<file path="src/rtl/axi_id_remap_compact_pkg.sv">
// axi_id_remap_pkg: shared sizing helpers and the table entry layout for the
// AXI ID remapper.
// Contents:
//   num_slots() - number of table slots for a given outgoing ID width
//   cnt_width() - width of an outstanding-transaction counter
//   DEF_*       - default configuration (12-bit wide IDs, 2-bit narrow IDs, 4 txns/slot)
//   entry_t     - {valid, wide id, cnt} entry for the default configuration
package axi_id_remap_pkg;

  function automatic int num_slots(input int out_id_width);
    return 1 << out_id_width;
  endfunction

  // The counter must be able to hold MAX_TXNS itself, hence the +1.
  function automatic int cnt_width(input int max_txns);
    return $clog2(max_txns + 1);
  endfunction

  localparam int DEF_IN_ID_WIDTH  = 12;
  localparam int DEF_OUT_ID_WIDTH = 2;
  localparam int DEF_MAX_TXNS     = 4;
  localparam int DEF_NUM_SLOTS    = num_slots(DEF_OUT_ID_WIDTH);
  localparam int DEF_CNT_WIDTH    = cnt_width(DEF_MAX_TXNS);

  typedef struct packed {
    logic                       valid;
    logic [DEF_IN_ID_WIDTH-1:0] id;
    logic [DEF_CNT_WIDTH-1:0]   cnt;
  } entry_t;

endpackage

</file>
<file path="src/rtl/axi_id_remap_compact_if.sv">
// AXI_BUS: AXI4 bus bundle (AW, W, B, AR, R) with Master and Slave modports.
// Parameters set address/data/ID/user widths; a user width of 0 is carried as
// a single unused bit so the bundle stays legal.
interface AXI_BUS #(
  parameter int AXI_ADDR_WIDTH = 32,
  parameter int AXI_DATA_WIDTH = 32,
  parameter int AXI_ID_WIDTH   = 12,
  parameter int AXI_USER_WIDTH = 0
);
  localparam int UW = (AXI_USER_WIDTH > 0) ? AXI_USER_WIDTH : 1;

  logic [AXI_ID_WIDTH-1:0]     aw_id;
  logic [AXI_ADDR_WIDTH-1:0]   aw_addr;
  logic [7:0]                  aw_len;
  logic [2:0]                  aw_size;
  logic [1:0]                  aw_burst;
  logic                        aw_lock;
  logic [3:0]                  aw_cache;
  logic [2:0]                  aw_prot;
  logic [3:0]                  aw_qos;
  logic [3:0]                  aw_region;
  logic [UW-1:0]               aw_user;
  logic                        aw_valid;
  logic                        aw_ready;

  logic [AXI_DATA_WIDTH-1:0]   w_data;
  logic [AXI_DATA_WIDTH/8-1:0] w_strb;
  logic                        w_last;
  logic [UW-1:0]               w_user;
  logic                        w_valid;
  logic                        w_ready;

  logic [AXI_ID_WIDTH-1:0]     b_id;
  logic [1:0]                  b_resp;
  logic [UW-1:0]               b_user;
  logic                        b_valid;
  logic                        b_ready;

  logic [AXI_ID_WIDTH-1:0]     ar_id;
  logic [AXI_ADDR_WIDTH-1:0]   ar_addr;
  logic [7:0]                  ar_len;
  logic [2:0]                  ar_size;
  logic [1:0]                  ar_burst;
  logic                        ar_lock;
  logic [3:0]                  ar_cache;
  logic [2:0]                  ar_prot;
  logic [3:0]                  ar_qos;
  logic [3:0]                  ar_region;
  logic [UW-1:0]               ar_user;
  logic                        ar_valid;
  logic                        ar_ready;

  logic [AXI_ID_WIDTH-1:0]     r_id;
  logic [AXI_DATA_WIDTH-1:0]   r_data;
  logic [1:0]                  r_resp;
  logic                        r_last;
  logic [UW-1:0]               r_user;
  logic                        r_valid;
  logic                        r_ready;

  modport Master (
    output aw_id, aw_addr, aw_len, aw_size, aw_burst, aw_lock, aw_cache,
           aw_prot, aw_qos, aw_region, aw_user, aw_valid,
    input  aw_ready,
    output w_data, w_strb, w_last, w_user, w_valid,
    input  w_ready,
    input  b_id, b_resp, b_user, b_valid,
    output b_ready,
    output ar_id, ar_addr, ar_len, ar_size, ar_burst, ar_lock, ar_cache,
           ar_prot, ar_qos, ar_region, ar_user, ar_valid,
    input  ar_ready,
    input  r_id, r_data, r_resp, r_last, r_user, r_valid,
    output r_ready
  );

  modport Slave (
    input  aw_id, aw_addr, aw_len, aw_size, aw_burst, aw_lock, aw_cache,
           aw_prot, aw_qos, aw_region, aw_user, aw_valid,
    output aw_ready,
    input  w_data, w_strb, w_last, w_user, w_valid,
    output w_ready,
    output b_id, b_resp, b_user, b_valid,
    input  b_ready,
    input  ar_id, ar_addr, ar_len, ar_size, ar_burst, ar_lock, ar_cache,
           ar_prot, ar_qos, ar_region, ar_user, ar_valid,
    output ar_ready,
    output r_id, r_data, r_resp, r_last, r_user, r_valid,
    input  r_ready
  );
endinterface

</file>
<file path="src/rtl/axi_id_remap_compact_table.sv">
// axi_id_remap_table: one direction's ID table (write or read).
// Ports:
//   clk, rst        - clock, synchronous active-high reset
//   i_req_id        - wide ID of the pending request
//   i_req_hs        - request handshake on the narrow side (commit to o_slot)
//   i_rsp_slot      - narrow ID of the response
//   i_rsp_pop       - response retires one transaction of i_rsp_slot
//   o_avail         - a slot can take the pending request
//   o_slot          - slot chosen for the pending request (the narrow ID)
//   o_rsp_wide_id   - wide ID stored in i_rsp_slot
module axi_id_remap_table
  import axi_id_remap_pkg::*;
#(
  parameter int ID_WIDTH   = 12,
  parameter int SLOT_WIDTH = 2,
  parameter int MAX_TXNS   = 4
) (
  input  logic                  clk,
  input  logic                  rst,
  input  logic [ID_WIDTH-1:0]   i_req_id,
  input  logic                  i_req_hs,
  input  logic [SLOT_WIDTH-1:0] i_rsp_slot,
  input  logic                  i_rsp_pop,
  output logic                  o_avail,
  output logic [SLOT_WIDTH-1:0] o_slot,
  output logic [ID_WIDTH-1:0]   o_rsp_wide_id
);
  localparam int NS = num_slots(SLOT_WIDTH);
  localparam int CW = cnt_width(MAX_TXNS);

  logic [NS-1:0]       r_valid;
  logic [ID_WIDTH-1:0] r_id  [NS];
  logic [CW-1:0]       r_cnt [NS];

  logic [NS-1:0]         w_hit;
  logic [NS-1:0]         w_push;
  logic [NS-1:0]         w_pop;
  logic                  w_hit_any;
  logic                  w_free_any;
  logic [SLOT_WIDTH-1:0] w_hit_idx;
  logic [SLOT_WIDTH-1:0] w_free_idx;
  logic [SLOT_WIDTH-1:0] w_slot;
  logic                  w_hit_full;

  genvar gi;
  generate
    for (gi = 0; gi < NS; gi++) begin : g_slot
      assign w_hit[gi]  = r_valid[gi] && (r_id[gi] == i_req_id);
      assign w_push[gi] = i_req_hs && (w_slot == SLOT_WIDTH'(gi));
      // An empty counter is never decremented, even on a bogus response.
      assign w_pop[gi]  = i_rsp_pop && (i_rsp_slot == SLOT_WIDTH'(gi)) &&
                          (r_cnt[gi] != '0);
    end
  endgenerate

  // Lookup works on registered state only. The descending scan leaves the
  // lowest-index free slot selected; at most one entry can hit.
  always_comb begin
    w_hit_any  = 1'b0;
    w_free_any = 1'b0;
    w_hit_idx  = '0;
    w_free_idx = '0;
    for (int i = NS - 1; i >= 0; i--) begin
      if (!r_valid[i]) begin
        w_free_any = 1'b1;
        w_free_idx = SLOT_WIDTH'(i);
      end
      if (w_hit[i]) begin
        w_hit_any = 1'b1;
        w_hit_idx = SLOT_WIDTH'(i);
      end
    end
    w_hit_full = (r_cnt[w_hit_idx] == CW'(MAX_TXNS));
    w_slot     = w_hit_any ? w_hit_idx : w_free_idx;
    o_avail    = w_hit_any ? !w_hit_full : w_free_any;
  end

  assign o_slot        = w_slot;
  assign o_rsp_wide_id = r_id[i_rsp_slot];

  always_ff @(posedge clk) begin
    if (rst) begin
      r_valid <= '0;
      for (int i = 0; i < NS; i++) begin
        r_id[i]  <= '0;
        r_cnt[i] <= '0;
      end
    end else begin
      for (int i = 0; i < NS; i++) begin
        if (w_push[i]) begin
          r_valid[i] <= 1'b1;
          r_id[i]    <= i_req_id;
        end
        // Push and pop on the same slot cancel; the slot stays allocated.
        if (w_push[i] && !w_pop[i]) begin
          r_cnt[i] <= r_cnt[i] + CW'(1);
        end else if (w_pop[i] && !w_push[i]) begin
          r_cnt[i] <= r_cnt[i] - CW'(1);
          if (r_cnt[i] == CW'(1)) begin
            r_valid[i] <= 1'b0;
          end
        end
      end
    end
  end

  // A response for a slot with nothing outstanding is a protocol error.
  always @(posedge clk) begin
    if (!rst && i_rsp_pop) begin
      assert (r_cnt[i_rsp_slot] != '0);
    end
  end

endmodule

</file>
<file path="src/rtl/axi_id_remap_compact.sv">
// axi_id_remap_compact: compresses wide node-side AXI IDs to narrow IO-side
// IDs by allocating a table slot per in-flight wide ID, and restores the
// wide ID on B/R responses. Everything except the IDs and the request
// valid/ready gating passes through combinationally.
// Ports:
//   clk  - clock
//   rst  - synchronous active-high reset; forces mst valids / slv readies low
//   slv  - AXI_BUS.Slave from the node master port, IN_ID_WIDTH IDs
//   mst  - AXI_BUS.Master to the IO port, OUT_ID_WIDTH IDs
module axi_id_remap_compact
  import axi_id_remap_pkg::*;
#(
  parameter int IN_ID_WIDTH  = DEF_IN_ID_WIDTH,
  parameter int OUT_ID_WIDTH = DEF_OUT_ID_WIDTH,
  parameter int MAX_TXNS     = DEF_MAX_TXNS
) (
  input logic   clk,
  input logic   rst,
  AXI_BUS.Slave  slv,
  AXI_BUS.Master mst
);
  logic                    w_run;
  logic                    w_aw_avail;
  logic                    w_ar_avail;
  logic [OUT_ID_WIDTH-1:0] w_aw_slot;
  logic [OUT_ID_WIDTH-1:0] w_ar_slot;
  logic [IN_ID_WIDTH-1:0]  w_b_wide_id;
  logic [IN_ID_WIDTH-1:0]  w_r_wide_id;
  logic                    w_aw_hs;
  logic                    w_ar_hs;
  logic                    w_b_pop;
  logic                    w_r_pop;

  assign w_run = !rst;

  assign w_aw_hs = slv.aw_valid & mst.aw_ready & w_aw_avail & w_run;
  assign w_ar_hs = slv.ar_valid & mst.ar_ready & w_ar_avail & w_run;
  assign w_b_pop = mst.b_valid & slv.b_ready & w_run;
  // Read transactions retire only on the last beat of the burst.
  assign w_r_pop = mst.r_valid & slv.r_ready & mst.r_last & w_run;

  axi_id_remap_table #(
    .ID_WIDTH   (IN_ID_WIDTH),
    .SLOT_WIDTH (OUT_ID_WIDTH),
    .MAX_TXNS   (MAX_TXNS)
  ) u_wr_table (
    .clk           (clk),
    .rst           (rst),
    .i_req_id      (slv.aw_id),
    .i_req_hs      (w_aw_hs),
    .i_rsp_slot    (mst.b_id),
    .i_rsp_pop     (w_b_pop),
    .o_avail       (w_aw_avail),
    .o_slot        (w_aw_slot),
    .o_rsp_wide_id (w_b_wide_id)
  );

  axi_id_remap_table #(
    .ID_WIDTH   (IN_ID_WIDTH),
    .SLOT_WIDTH (OUT_ID_WIDTH),
    .MAX_TXNS   (MAX_TXNS)
  ) u_rd_table (
    .clk           (clk),
    .rst           (rst),
    .i_req_id      (slv.ar_id),
    .i_req_hs      (w_ar_hs),
    .i_rsp_slot    (mst.r_id),
    .i_rsp_pop     (w_r_pop),
    .o_avail       (w_ar_avail),
    .o_slot        (w_ar_slot),
    .o_rsp_wide_id (w_r_wide_id)
  );

  // AW
  assign mst.aw_id     = w_aw_slot;
  assign mst.aw_addr   = slv.aw_addr;
  assign mst.aw_len    = slv.aw_len;
  assign mst.aw_size   = slv.aw_size;
  assign mst.aw_burst  = slv.aw_burst;
  assign mst.aw_lock   = slv.aw_lock;
  assign mst.aw_cache  = slv.aw_cache;
  assign mst.aw_prot   = slv.aw_prot;
  assign mst.aw_qos    = slv.aw_qos;
  assign mst.aw_region = slv.aw_region;
  assign mst.aw_user   = slv.aw_user;
  assign mst.aw_valid  = slv.aw_valid & w_aw_avail & w_run;
  assign slv.aw_ready  = mst.aw_ready & w_aw_avail & w_run;

  // W
  assign mst.w_data  = slv.w_data;
  assign mst.w_strb  = slv.w_strb;
  assign mst.w_last  = slv.w_last;
  assign mst.w_user  = slv.w_user;
  assign mst.w_valid = slv.w_valid & w_run;
  assign slv.w_ready = mst.w_ready & w_run;

  // B
  assign slv.b_id    = w_b_wide_id;
  assign slv.b_resp  = mst.b_resp;
  assign slv.b_user  = mst.b_user;
  assign slv.b_valid = mst.b_valid & w_run;
  assign mst.b_ready = slv.b_ready & w_run;

  // AR
  assign mst.ar_id     = w_ar_slot;
  assign mst.ar_addr   = slv.ar_addr;
  assign mst.ar_len    = slv.ar_len;
  assign mst.ar_size   = slv.ar_size;
  assign mst.ar_burst  = slv.ar_burst;
  assign mst.ar_lock   = slv.ar_lock;
  assign mst.ar_cache  = slv.ar_cache;
  assign mst.ar_prot   = slv.ar_prot;
  assign mst.ar_qos    = slv.ar_qos;
  assign mst.ar_region = slv.ar_region;
  assign mst.ar_user   = slv.ar_user;
  assign mst.ar_valid  = slv.ar_valid & w_ar_avail & w_run;
  assign slv.ar_ready  = mst.ar_ready & w_ar_avail & w_run;

  // R
  assign slv.r_id    = w_r_wide_id;
  assign slv.r_data  = mst.r_data;
  assign slv.r_resp  = mst.r_resp;
  assign slv.r_last  = mst.r_last;
  assign slv.r_user  = mst.r_user;
  assign slv.r_valid = mst.r_valid & w_run;
  assign mst.r_ready = slv.r_ready & w_run;

endmodule

</file>
<file path="src/flat_wrapper.sv">
// flat-port wrapper written by rule: the top's interface ports become plain ports
module axi_id_remap_compact_flat import axi_id_remap_pkg::*;
#(
  parameter int IN_ID_WIDTH  = DEF_IN_ID_WIDTH,
  parameter int OUT_ID_WIDTH = DEF_OUT_ID_WIDTH,
  parameter int MAX_TXNS     = DEF_MAX_TXNS
)
  (clk, rst, slv_aw_id, slv_aw_addr, slv_aw_len, slv_aw_size, slv_aw_burst, slv_aw_lock, slv_aw_cache, slv_aw_prot, slv_aw_qos, slv_aw_region, slv_aw_user, slv_aw_valid, slv_aw_ready, slv_w_data, slv_w_strb, slv_w_last, slv_w_user, slv_w_valid, slv_w_ready, slv_b_id, slv_b_resp, slv_b_user, slv_b_valid, slv_b_ready, slv_ar_id, slv_ar_addr, slv_ar_len, slv_ar_size, slv_ar_burst, slv_ar_lock, slv_ar_cache, slv_ar_prot, slv_ar_qos, slv_ar_region, slv_ar_user, slv_ar_valid, slv_ar_ready, slv_r_id, slv_r_data, slv_r_resp, slv_r_last, slv_r_user, slv_r_valid, slv_r_ready, mst_aw_id, mst_aw_addr, mst_aw_len, mst_aw_size, mst_aw_burst, mst_aw_lock, mst_aw_cache, mst_aw_prot, mst_aw_qos, mst_aw_region, mst_aw_user, mst_aw_valid, mst_aw_ready, mst_w_data, mst_w_strb, mst_w_last, mst_w_user, mst_w_valid, mst_w_ready, mst_b_id, mst_b_resp, mst_b_user, mst_b_valid, mst_b_ready, mst_ar_id, mst_ar_addr, mst_ar_len, mst_ar_size, mst_ar_burst, mst_ar_lock, mst_ar_cache, mst_ar_prot, mst_ar_qos, mst_ar_region, mst_ar_user, mst_ar_valid, mst_ar_ready, mst_r_id, mst_r_data, mst_r_resp, mst_r_last, mst_r_user, mst_r_valid, mst_r_ready);
  AXI_BUS #(.AXI_ADDR_WIDTH(32), .AXI_DATA_WIDTH(32), .AXI_ID_WIDTH(12), .AXI_USER_WIDTH(0)) slv_i ();
  AXI_BUS #(.AXI_ADDR_WIDTH(32), .AXI_DATA_WIDTH(32), .AXI_ID_WIDTH(2), .AXI_USER_WIDTH(0)) mst_i ();
  input logic clk;
  input logic rst;
  input wire logic [$bits(slv_i.aw_id)-1:0] slv_aw_id;
  input wire logic [$bits(slv_i.aw_addr)-1:0] slv_aw_addr;
  input wire logic [$bits(slv_i.aw_len)-1:0] slv_aw_len;
  input wire logic [$bits(slv_i.aw_size)-1:0] slv_aw_size;
  input wire logic [$bits(slv_i.aw_burst)-1:0] slv_aw_burst;
  input wire logic [$bits(slv_i.aw_lock)-1:0] slv_aw_lock;
  input wire logic [$bits(slv_i.aw_cache)-1:0] slv_aw_cache;
  input wire logic [$bits(slv_i.aw_prot)-1:0] slv_aw_prot;
  input wire logic [$bits(slv_i.aw_qos)-1:0] slv_aw_qos;
  input wire logic [$bits(slv_i.aw_region)-1:0] slv_aw_region;
  input wire logic [$bits(slv_i.aw_user)-1:0] slv_aw_user;
  input wire logic [$bits(slv_i.aw_valid)-1:0] slv_aw_valid;
  output wire logic [$bits(slv_i.aw_ready)-1:0] slv_aw_ready;
  input wire logic [$bits(slv_i.w_data)-1:0] slv_w_data;
  input wire logic [$bits(slv_i.w_strb)-1:0] slv_w_strb;
  input wire logic [$bits(slv_i.w_last)-1:0] slv_w_last;
  input wire logic [$bits(slv_i.w_user)-1:0] slv_w_user;
  input wire logic [$bits(slv_i.w_valid)-1:0] slv_w_valid;
  output wire logic [$bits(slv_i.w_ready)-1:0] slv_w_ready;
  output wire logic [$bits(slv_i.b_id)-1:0] slv_b_id;
  output wire logic [$bits(slv_i.b_resp)-1:0] slv_b_resp;
  output wire logic [$bits(slv_i.b_user)-1:0] slv_b_user;
  output wire logic [$bits(slv_i.b_valid)-1:0] slv_b_valid;
  input wire logic [$bits(slv_i.b_ready)-1:0] slv_b_ready;
  input wire logic [$bits(slv_i.ar_id)-1:0] slv_ar_id;
  input wire logic [$bits(slv_i.ar_addr)-1:0] slv_ar_addr;
  input wire logic [$bits(slv_i.ar_len)-1:0] slv_ar_len;
  input wire logic [$bits(slv_i.ar_size)-1:0] slv_ar_size;
  input wire logic [$bits(slv_i.ar_burst)-1:0] slv_ar_burst;
  input wire logic [$bits(slv_i.ar_lock)-1:0] slv_ar_lock;
  input wire logic [$bits(slv_i.ar_cache)-1:0] slv_ar_cache;
  input wire logic [$bits(slv_i.ar_prot)-1:0] slv_ar_prot;
  input wire logic [$bits(slv_i.ar_qos)-1:0] slv_ar_qos;
  input wire logic [$bits(slv_i.ar_region)-1:0] slv_ar_region;
  input wire logic [$bits(slv_i.ar_user)-1:0] slv_ar_user;
  input wire logic [$bits(slv_i.ar_valid)-1:0] slv_ar_valid;
  output wire logic [$bits(slv_i.ar_ready)-1:0] slv_ar_ready;
  output wire logic [$bits(slv_i.r_id)-1:0] slv_r_id;
  output wire logic [$bits(slv_i.r_data)-1:0] slv_r_data;
  output wire logic [$bits(slv_i.r_resp)-1:0] slv_r_resp;
  output wire logic [$bits(slv_i.r_last)-1:0] slv_r_last;
  output wire logic [$bits(slv_i.r_user)-1:0] slv_r_user;
  output wire logic [$bits(slv_i.r_valid)-1:0] slv_r_valid;
  input wire logic [$bits(slv_i.r_ready)-1:0] slv_r_ready;
  output wire logic [$bits(mst_i.aw_id)-1:0] mst_aw_id;
  output wire logic [$bits(mst_i.aw_addr)-1:0] mst_aw_addr;
  output wire logic [$bits(mst_i.aw_len)-1:0] mst_aw_len;
  output wire logic [$bits(mst_i.aw_size)-1:0] mst_aw_size;
  output wire logic [$bits(mst_i.aw_burst)-1:0] mst_aw_burst;
  output wire logic [$bits(mst_i.aw_lock)-1:0] mst_aw_lock;
  output wire logic [$bits(mst_i.aw_cache)-1:0] mst_aw_cache;
  output wire logic [$bits(mst_i.aw_prot)-1:0] mst_aw_prot;
  output wire logic [$bits(mst_i.aw_qos)-1:0] mst_aw_qos;
  output wire logic [$bits(mst_i.aw_region)-1:0] mst_aw_region;
  output wire logic [$bits(mst_i.aw_user)-1:0] mst_aw_user;
  output wire logic [$bits(mst_i.aw_valid)-1:0] mst_aw_valid;
  input wire logic [$bits(mst_i.aw_ready)-1:0] mst_aw_ready;
  output wire logic [$bits(mst_i.w_data)-1:0] mst_w_data;
  output wire logic [$bits(mst_i.w_strb)-1:0] mst_w_strb;
  output wire logic [$bits(mst_i.w_last)-1:0] mst_w_last;
  output wire logic [$bits(mst_i.w_user)-1:0] mst_w_user;
  output wire logic [$bits(mst_i.w_valid)-1:0] mst_w_valid;
  input wire logic [$bits(mst_i.w_ready)-1:0] mst_w_ready;
  input wire logic [$bits(mst_i.b_id)-1:0] mst_b_id;
  input wire logic [$bits(mst_i.b_resp)-1:0] mst_b_resp;
  input wire logic [$bits(mst_i.b_user)-1:0] mst_b_user;
  input wire logic [$bits(mst_i.b_valid)-1:0] mst_b_valid;
  output wire logic [$bits(mst_i.b_ready)-1:0] mst_b_ready;
  output wire logic [$bits(mst_i.ar_id)-1:0] mst_ar_id;
  output wire logic [$bits(mst_i.ar_addr)-1:0] mst_ar_addr;
  output wire logic [$bits(mst_i.ar_len)-1:0] mst_ar_len;
  output wire logic [$bits(mst_i.ar_size)-1:0] mst_ar_size;
  output wire logic [$bits(mst_i.ar_burst)-1:0] mst_ar_burst;
  output wire logic [$bits(mst_i.ar_lock)-1:0] mst_ar_lock;
  output wire logic [$bits(mst_i.ar_cache)-1:0] mst_ar_cache;
  output wire logic [$bits(mst_i.ar_prot)-1:0] mst_ar_prot;
  output wire logic [$bits(mst_i.ar_qos)-1:0] mst_ar_qos;
  output wire logic [$bits(mst_i.ar_region)-1:0] mst_ar_region;
  output wire logic [$bits(mst_i.ar_user)-1:0] mst_ar_user;
  output wire logic [$bits(mst_i.ar_valid)-1:0] mst_ar_valid;
  input wire logic [$bits(mst_i.ar_ready)-1:0] mst_ar_ready;
  input wire logic [$bits(mst_i.r_id)-1:0] mst_r_id;
  input wire logic [$bits(mst_i.r_data)-1:0] mst_r_data;
  input wire logic [$bits(mst_i.r_resp)-1:0] mst_r_resp;
  input wire logic [$bits(mst_i.r_last)-1:0] mst_r_last;
  input wire logic [$bits(mst_i.r_user)-1:0] mst_r_user;
  input wire logic [$bits(mst_i.r_valid)-1:0] mst_r_valid;
  output wire logic [$bits(mst_i.r_ready)-1:0] mst_r_ready;
  assign slv_i.aw_id = slv_aw_id;
  assign slv_i.aw_addr = slv_aw_addr;
  assign slv_i.aw_len = slv_aw_len;
  assign slv_i.aw_size = slv_aw_size;
  assign slv_i.aw_burst = slv_aw_burst;
  assign slv_i.aw_lock = slv_aw_lock;
  assign slv_i.aw_cache = slv_aw_cache;
  assign slv_i.aw_prot = slv_aw_prot;
  assign slv_i.aw_qos = slv_aw_qos;
  assign slv_i.aw_region = slv_aw_region;
  assign slv_i.aw_user = slv_aw_user;
  assign slv_i.aw_valid = slv_aw_valid;
  assign slv_aw_ready = slv_i.aw_ready;
  assign slv_i.w_data = slv_w_data;
  assign slv_i.w_strb = slv_w_strb;
  assign slv_i.w_last = slv_w_last;
  assign slv_i.w_user = slv_w_user;
  assign slv_i.w_valid = slv_w_valid;
  assign slv_w_ready = slv_i.w_ready;
  assign slv_b_id = slv_i.b_id;
  assign slv_b_resp = slv_i.b_resp;
  assign slv_b_user = slv_i.b_user;
  assign slv_b_valid = slv_i.b_valid;
  assign slv_i.b_ready = slv_b_ready;
  assign slv_i.ar_id = slv_ar_id;
  assign slv_i.ar_addr = slv_ar_addr;
  assign slv_i.ar_len = slv_ar_len;
  assign slv_i.ar_size = slv_ar_size;
  assign slv_i.ar_burst = slv_ar_burst;
  assign slv_i.ar_lock = slv_ar_lock;
  assign slv_i.ar_cache = slv_ar_cache;
  assign slv_i.ar_prot = slv_ar_prot;
  assign slv_i.ar_qos = slv_ar_qos;
  assign slv_i.ar_region = slv_ar_region;
  assign slv_i.ar_user = slv_ar_user;
  assign slv_i.ar_valid = slv_ar_valid;
  assign slv_ar_ready = slv_i.ar_ready;
  assign slv_r_id = slv_i.r_id;
  assign slv_r_data = slv_i.r_data;
  assign slv_r_resp = slv_i.r_resp;
  assign slv_r_last = slv_i.r_last;
  assign slv_r_user = slv_i.r_user;
  assign slv_r_valid = slv_i.r_valid;
  assign slv_i.r_ready = slv_r_ready;
  assign mst_aw_id = mst_i.aw_id;
  assign mst_aw_addr = mst_i.aw_addr;
  assign mst_aw_len = mst_i.aw_len;
  assign mst_aw_size = mst_i.aw_size;
  assign mst_aw_burst = mst_i.aw_burst;
  assign mst_aw_lock = mst_i.aw_lock;
  assign mst_aw_cache = mst_i.aw_cache;
  assign mst_aw_prot = mst_i.aw_prot;
  assign mst_aw_qos = mst_i.aw_qos;
  assign mst_aw_region = mst_i.aw_region;
  assign mst_aw_user = mst_i.aw_user;
  assign mst_aw_valid = mst_i.aw_valid;
  assign mst_i.aw_ready = mst_aw_ready;
  assign mst_w_data = mst_i.w_data;
  assign mst_w_strb = mst_i.w_strb;
  assign mst_w_last = mst_i.w_last;
  assign mst_w_user = mst_i.w_user;
  assign mst_w_valid = mst_i.w_valid;
  assign mst_i.w_ready = mst_w_ready;
  assign mst_i.b_id = mst_b_id;
  assign mst_i.b_resp = mst_b_resp;
  assign mst_i.b_user = mst_b_user;
  assign mst_i.b_valid = mst_b_valid;
  assign mst_b_ready = mst_i.b_ready;
  assign mst_ar_id = mst_i.ar_id;
  assign mst_ar_addr = mst_i.ar_addr;
  assign mst_ar_len = mst_i.ar_len;
  assign mst_ar_size = mst_i.ar_size;
  assign mst_ar_burst = mst_i.ar_burst;
  assign mst_ar_lock = mst_i.ar_lock;
  assign mst_ar_cache = mst_i.ar_cache;
  assign mst_ar_prot = mst_i.ar_prot;
  assign mst_ar_qos = mst_i.ar_qos;
  assign mst_ar_region = mst_i.ar_region;
  assign mst_ar_user = mst_i.ar_user;
  assign mst_ar_valid = mst_i.ar_valid;
  assign mst_i.ar_ready = mst_ar_ready;
  assign mst_i.r_id = mst_r_id;
  assign mst_i.r_data = mst_r_data;
  assign mst_i.r_resp = mst_r_resp;
  assign mst_i.r_last = mst_r_last;
  assign mst_i.r_user = mst_r_user;
  assign mst_i.r_valid = mst_r_valid;
  assign mst_r_ready = mst_i.r_ready;
  axi_id_remap_compact #(.IN_ID_WIDTH(IN_ID_WIDTH), .OUT_ID_WIDTH(OUT_ID_WIDTH), .MAX_TXNS(MAX_TXNS)) u_core (.clk(clk), .rst(rst), .slv(slv_i), .mst(mst_i));
endmodule
</file>
<file path="config.mk">
export PLATFORM = sky130hd
export DESIGN_NAME = axi_id_remap_compact_flat
export DESIGN_NICKNAME = d
export VERILOG_FILES = /design/src/rtl/axi_id_remap_compact_pkg.sv /design/src/rtl/axi_id_remap_compact_if.sv /design/src/rtl/axi_id_remap_compact_table.sv /design/src/rtl/axi_id_remap_compact.sv /design/src/flat_wrapper.sv
export SDC_FILE = /design/constraint.sdc
export NUM_CORES = 1
export LEC_CHECK = 0
export BUFFER_PORTS_ARGS = -buffer_cell sky130_fd_sc_hd__buf_2
export CAP_MARGIN = 40
export CORE_AREA = 5 5 182 184
export CTS_CLUSTER_SIZE = 14
export DETAILED_ROUTE_END_ITERATION = 10
export DIE_AREA = 0 0 187 189
export GPL_ROUTABILITY_DRIVEN = 0
export PLACE_DENSITY = 0.69
export SETUP_SLACK_MARGIN = 0.05
export SYNTH_ARGS = -nofsm -noshare
export SYNTH_HDL_FRONTEND = slang
export SYNTH_SLANG_ARGS = --single-unit
</file>
<file path="constraint.sdc">
create_clock -name clk -period 8 [get_ports clk]
set_clock_uncertainty 0.15 [all_clocks]
set_input_delay 1.6 -clock clk [delete_from_list [all_inputs] [get_ports clk]]
set_output_delay 1.6 -clock clk [all_outputs]
set_load 0.03 [all_outputs]
</file>
Yosys cells after proc, flatten, opt, wreduce, memory -nomap -nowiden
Memories as Yosys holds them, arrays and structs flattened.
Cells that the tools add are included.
Widths: inputs -> output; s select.
{ "totals": {"regBits": 8, "ram_bits": 120, "inputBits": 241, "out_inout_bits": 239, "word_cells": 354, "n_memories": 4} }
{ "mem_list": {"columns": ["name", "words", "word_bits", "read_ports", "rd_ports_with_merged_regs", "wr", "line_no", "rtl"], "rows": [
  ["u_core.u_rd_table.r_id", 4, 12, 5, 0, 4, "axi_id_remap_compact_table.sv:32", "logic [ID_WIDTH-1:0] r_id [NS];"],
  ["u_core.u_wr_table.r_id", 4, 12, 5, 0, 4, "axi_id_remap_compact_table.sv:32", null],
  ["u_core.u_rd_table.r_cnt", 4, 3, 5, 0, 4, "axi_id_remap_compact_table.sv:33", "logic [CW-1:0] r_cnt [NS];"],
  ["u_core.u_wr_table.r_cnt", 4, 3, 5, 0, 4, "axi_id_remap_compact_table.sv:33", null]
]} }
{ "classes": {"add_sub_neg": 16, "n_eq_ne": 30, "mux": 174, "bitwise": 49, "reduce_logical": 79} }
{ "op_table": {"columns": ["cell", "n"], "rows": [
  ["$mux 1", 132],
  ["$eq 12x12->1", 8],
  ["$mux 12", 8],
  ["$logic_and 1x1->1", 48],
  ["$mux 3", 16],
  ["$mux 2", 18],
  ["$and 1x1->1", 25],
  ["$add 3x1->3 const B", 8],
  ["$eq 3x1->1 const B", 8],
  ["$or 1x1->1", 24],
  ["$reduce_bool 3->1", 8],
  ["$sub 3x1->3 const B", 8],
  ["$logic_not 1->1", 19],
  ["$eq 2x2->1 const B", 8],
  ["$eq 2x1->1 const B", 4],
  ["$logic_not 2->1", 4],
  ["$eq 3x3->1 const B", 2]
]} }

Depth between registers and ports, before layout
An unclocked memory read counts as a cell.
{ "depth": {"ltp_word": 20, "mapped_depth": 11, "mapped_depth_nobuf": 9} }

By module
Synthesis repeated with hierarchy kept, for this count alone.
{ "unflattened": {"hier_cells": 944, "area_unflattened_um2": 10199.8} }
{ "by_module_without_submodules": {"columns": ["module", "n_inst", "cells_each", "area_per_inst_um2"], "rows": [
  ["axi_id_remap_table (u_core.u_wr_table)", 1, 370, 4388.0],
  ["axi_id_remap_table (u_core.u_rd_table)", 1, 358, 4180.3],
  ["axi_id_remap_compact", 1, 216, 1631.6]
]} }

Worst setup path after synthesis
Ideal clock, no wire load.
{ "synth_path": {"path_kind": "input to output", "from": "input port slv_aw_id[10]", "to": "output port mst_aw_valid", "arrival_ps": 3964, "path_slack_ps": 2286, "cell_stages": 8, "path_cell_list": "buf_2 xnor2_1 nand4_1 nor4_2 mux2i_1 a211oi_4 or2_2 nor3b_1"} }
{ "synth_between": {"elab_chain_cells": 12, "elab_cells_between_ends": 22} }
{ "synth_lines": {"columns": ["item", "line_no", "rtl"], "rows": [
  ["start: declaration", "flat_wrapper.sv:13", "input wire logic [$bits(slv_i.aw_id)-1:0] slv_aw_id;"],
  ["$eq 12x12->1", "axi_id_remap_compact_table.sv:48", "assign w_hit[gi] = r_valid[gi] && (r_id[gi] == i_req_id);"],
  ["$logic_and 1x1->1", "axi_id_remap_compact_table.sv:48", null],
  ["$mux 2 (4 in series)", "axi_id_remap_compact_table.sv:68", "if (w_hit[i]) begin"],
  ["$mem_v2 4x3", null, null],
  ["$eq 3x3->1", "axi_id_remap_compact_table.sv:73", "w_hit_full = (r_cnt[w_hit_idx] == CW'(MAX_TXNS));"],
  ["$logic_not 1->1", "axi_id_remap_compact_table.sv:75", "o_avail = w_hit_any ? !w_hit_full : w_free_any;"],
  ["$mux 1 (*)", "axi_id_remap_compact_table.sv:75", null],
  ["$and 1x1->1 (*) (2 in series)", "axi_id_remap_compact.sv:86", "assign mst.aw_valid = slv.aw_valid & w_aw_avail & w_run;"],
  ["end: declaration", "flat_wrapper.sv:68", "output wire logic [$bits(mst_i.aw_valid)-1:0] mst_aw_valid;"]
]} }
Every way passes the cells marked *; elsewhere a longest branch is shown, timed or not.

Worst setup path in the final report
{ "layout_path": {"from": "input port slv_ar_id[0]", "to": "output port slv_ar_ready"} }
{ "layout_between": {"elab_chain_cells": 12, "elab_cells_between_ends": 22} }
{ "layout_lines": {"columns": ["item", "line_no", "rtl"], "rows": [
  ["start: declaration", "flat_wrapper.sv:37", "input wire logic [$bits(slv_i.ar_id)-1:0] slv_ar_id;"],
  ["$eq 12x12->1", "axi_id_remap_compact_table.sv:48", null],
  ["$logic_and 1x1->1", "axi_id_remap_compact_table.sv:48", null],
  ["$mux 2 (4 in series)", "axi_id_remap_compact_table.sv:68", null],
  ["$mem_v2 4x3", null, null],
  ["$eq 3x3->1", "axi_id_remap_compact_table.sv:73", null],
  ["$logic_not 1->1", "axi_id_remap_compact_table.sv:75", null],
  ["$mux 1 (*)", "axi_id_remap_compact_table.sv:75", null],
  ["$and 1x1->1 (*) (2 in series)", "axi_id_remap_compact.sv:117", "assign slv.ar_ready = mst.ar_ready & w_ar_avail & w_run;"],
  ["end: declaration", "flat_wrapper.sv:49", "output wire logic [$bits(slv_i.ar_ready)-1:0] slv_ar_ready;"]
]} }
Marks and branches as above.

==> results.json <==
{
  "final_nets": 1045,
  "fp.dieH_um": 189,
  "fillCellCount": 3166,
  "min_period_ns": 5.75,
  "regToRegSetupSlack_ns": 4.12,
  "r2r_cells": 8,
  "io_pins": 480,
  "maxCapViolCount": 0,
  "status": "finished, final reports clean",
  "max_slew.worst_pin.slew_ns": 0.780,
  "finalMaxSlewViolations": 0,
  "yosys-top-cells-area": "edfxtp_1, buf_4, xnor2_1, and2_1, mux4_2",
  "clk_latency_ns": 0.42,
  "synth.top_cell.area_share_pct": 36.9,
  "hold-path-cell-count": 2,
  "cts-root-buf": "clkbuf_16",
  "clk_pin_slew_ns": 0.05,
  "cts_resized": 0,
  "whs_endpoint": "u_core.u_rd_table.r_valid[2]$_SDFF_PP0_",
  "slew_headroom_pct": 47.6,
  "cp-end-kind": "output pin",
  "ys_seq_elements": 128,
  "wl_per_cell_um": 20.8,
  "synth_top_area_cell": "edfxtp_1",
  "critPathRequiredTime_ns": 6.25,
  "yosysUniqueCellTypes": 66,
  "grt_pass1_wl_um": 36600,
  "drive_above_1_share_pct": 23.6,
  "io_buffer_count": 79,
  "seqCellArea_mm2": 0.00376,
  "path_class": "in2out",
  "worstPathMaxFanout": 8,
  "die_w_um": 187,
  "synth_edf_count": 120,
  "first_global_vias": 5930,
  "syn_area_per_cell_um2": 10.7,
  "dr.first_iter.drc_count": 427,
  "cts_hold_buf": 0,
  "power_density_mw_per_mm2": 187,
  "hold_path.class": "reg2reg",
  "synth_area_mm2": 0.00977,
  "irDropWorstVdd_mv": 0.101,
  "vias": 5793,
  "hold_viol": 0,
  "syn2layout_area_growth_pct": -2.02,
  "p_total_mw": 1.79,
  "cts_buffers": 17,
  "drcViolationCount": 0,
  "grt_max_degree": 42,
  "cp-start-kind": "input port",
  "synthCells": 910,
  "cts_tree": "done",
  "r2r_end": "u_core.u_wr_table.r_id[1][0]$_SDFFCE_PN0P_",
  "max_freq_ghz": 0.174,
  "via_per_inst": 4.88,
  "power.leakage_nw": 3.48,
  "die_area_mm2": 0.0353,
  "clockBufferDepth": 2,
  "synth_nets": 1183,
  "antenna_found_initial": 1,
  "core_mm2": 0.0312,
  "final.setup.tns_ns": 0,
  "rsz0062_at_grt": "false",
  "crit_arrival_ns": 4.00,
  "grt.total_usage_pct": 13.5,
  "htree_levels": 4,
  "timing.rr.start": "u_core.u_wr_table.r_id[0][4]$_SDFFCE_PN0P_",
  "grt_overflow": 0,
  "hp-start": "u_core.u_rd_table.r_valid[2]$_SDFF_PP0_",
  "place_hpwl_um": 19000,
  "finalSetupViolations": 0,
  "yosys_warnings": 0,
  "clock_sinks": 128,
  "initial_core_util_pct": 31.3,
  "dr.pass1.iters": 5,
  "cts_post_setup_buffers_inserted": 0,
  "fp-row-count": 65,
  "ant_nets": 0,
  "multi_input_area_mm2": 0.00413,
  "async_flop_share_pct": 0,
  "finalCritPeriodShare_pct": 71.9,
  "synthFlopType": "edfxtp_1",
  "yosysSeqAreaShare_pct": 38.5,
  "wirelength_um": 24700
}
-- layout by cell type (no fill, tap or decap), drive strengths merged, types with 7 or more instances in the layout --
| cell type | count |
|---|---|
| a211o | 7 |
| or2 | 11 |
| nor2b | 12 |
| nand2b | 17 |
| o21ai | 8 |
| edfxtp | 120 |
| nor2 | 23 |
| inv | 27 |
| nand2 | 27 |
| nor3 | 8 |
| xor2 | 17 |
| clkbuf | 17 |
| dfxtp | 8 |
| nor4 | 13 |
| clkinv | 9 |
| a21oi | 12 |
| xnor2 | 86 |
| nand3 | 29 |
| ha | 32 |
| or4 | 7 |
| nand4 | 21 |
| mux4 | 24 |
| buf | 90 |
| and2 | 100 |
-- how the worst max path moves through the flow --
stage	from	endpoint	slack [ns]	cells past startpoint
2_1_floorplan	slv_aw_id[10]	mst_aw_valid	2.29	8
3_3_place_gp	slv_ar_id[0]	mst_ar_valid	2.25	9
3_5_place_dp	slv_ar_id[0]	slv_ar_ready	2.29	9
4_1_cts	slv_ar_id[0]	slv_ar_ready	2.29	9
5_1_grt	slv_aw_id[6]	mst_aw_valid	2.17	9
6_report	slv_ar_id[0]	slv_ar_ready	2.25	9
-- layer usage --
layer	up-vias	part of all wire, %	wire length [um]	GRT usage (%)
met5	-	0.20	49	1.10
met1	2788	37	9030	14.3
met3	79	9.9	2440	5.72
li1	2659	-	-	-
met2	265	50	12400	23.3
met4	2	3.3	806	6.03
-- flip-flops by register name (all words and copies together), names as in the netlist --
signal,flops
u_core.u_rd_table.r_cnt,12
u_core.u_wr_table.r_valid,4
u_core.u_wr_table.r_id,48
u_core.u_wr_table.r_cnt,12
u_core.u_rd_table.r_id,48
u_core.u_rd_table.r_valid,4
-- final cells by class --
type,count,area share [%]
antenna,1,0.0261
clock buffer,17,4.44
tap,402,5.25
sequential,128,39.3
clock inverter,15,1.78
timing repair buffer,90,5.01
multi-input combinational,508,43.1
inverter,27,1.06
-- critical path, stage by stage --
cell	delay, ns
buf_2	0.16
xnor2_1	0.28
nand3_1	0.13
or4_4	0.57
mux2_4	0.33
a211oi_4	0.44
nor3_1	0.13
and2_1	0.19
buf_2	0.17
-- synthesized netlist by cell type (all sizes together), types with 2 or more instances --
cell type	n
buf	236
nor3	8
o211ai	4
nor2	23
xor2	17
nor4b	2
a211oi	5
or3	3
edfxtp	120
nand3	29
clkbuf	11
and2	100
nand3b	3
mux2i	2
o21ai	8
dfxtp	8
nand4b	6
or2	11
o311ai	2
o31ai	3
nand4	21
xnor2	86
mux4	24
nand2b	17
nor4	13
or3b	4
inv	27
nor2b	12
or4	7
mux2	2
nand2	27
ha	32
a21oi	12
and3	3
a211o	7
nor3b	4
-- stage by stage --
stage               hold slack, ns  instance area, um2  util (%)  cells  worst slack [ns]
finish                       0.383                9570      30.7   1188              2.25
global route                 0.429                9570      30.7   1188              2.17
CTS                          0.382                9570      30.6   1187              2.29
detailed placement           0.368                8980      28.7   1155              2.29
global placement             0.352                8950      28.7   1152              2.25
floorplan                    0.328                9770         -    910              2.29
-- kinds of logic (layout without fill, tap and decap cells) --
group	Yosys count	in the layout	synth area share [%]
DFF	128	128	38.5
and+or+nand+nor	295	295	18.7
other	0	1	0
adders and majority gates	32	32	4.10
AOI/OAI and AO/OA	50	50	4.15
buffers and inverters	274	149	19.3
xor gates and xnor gates	103	103	9.23
muxes	28	28	6.04
-- report_power, final --
group / total, mW / switching, mW / internal [mW] / leakage (nW)
clock: 0.787 / 0.301 / 0.487 / 0.284
sequential: 0.783 / 0.0226 / 0.761 / 1.31
combinational: 0.217 / 0.133 / 0.0833 / 1.89
(Power assumes the default switching activity.)
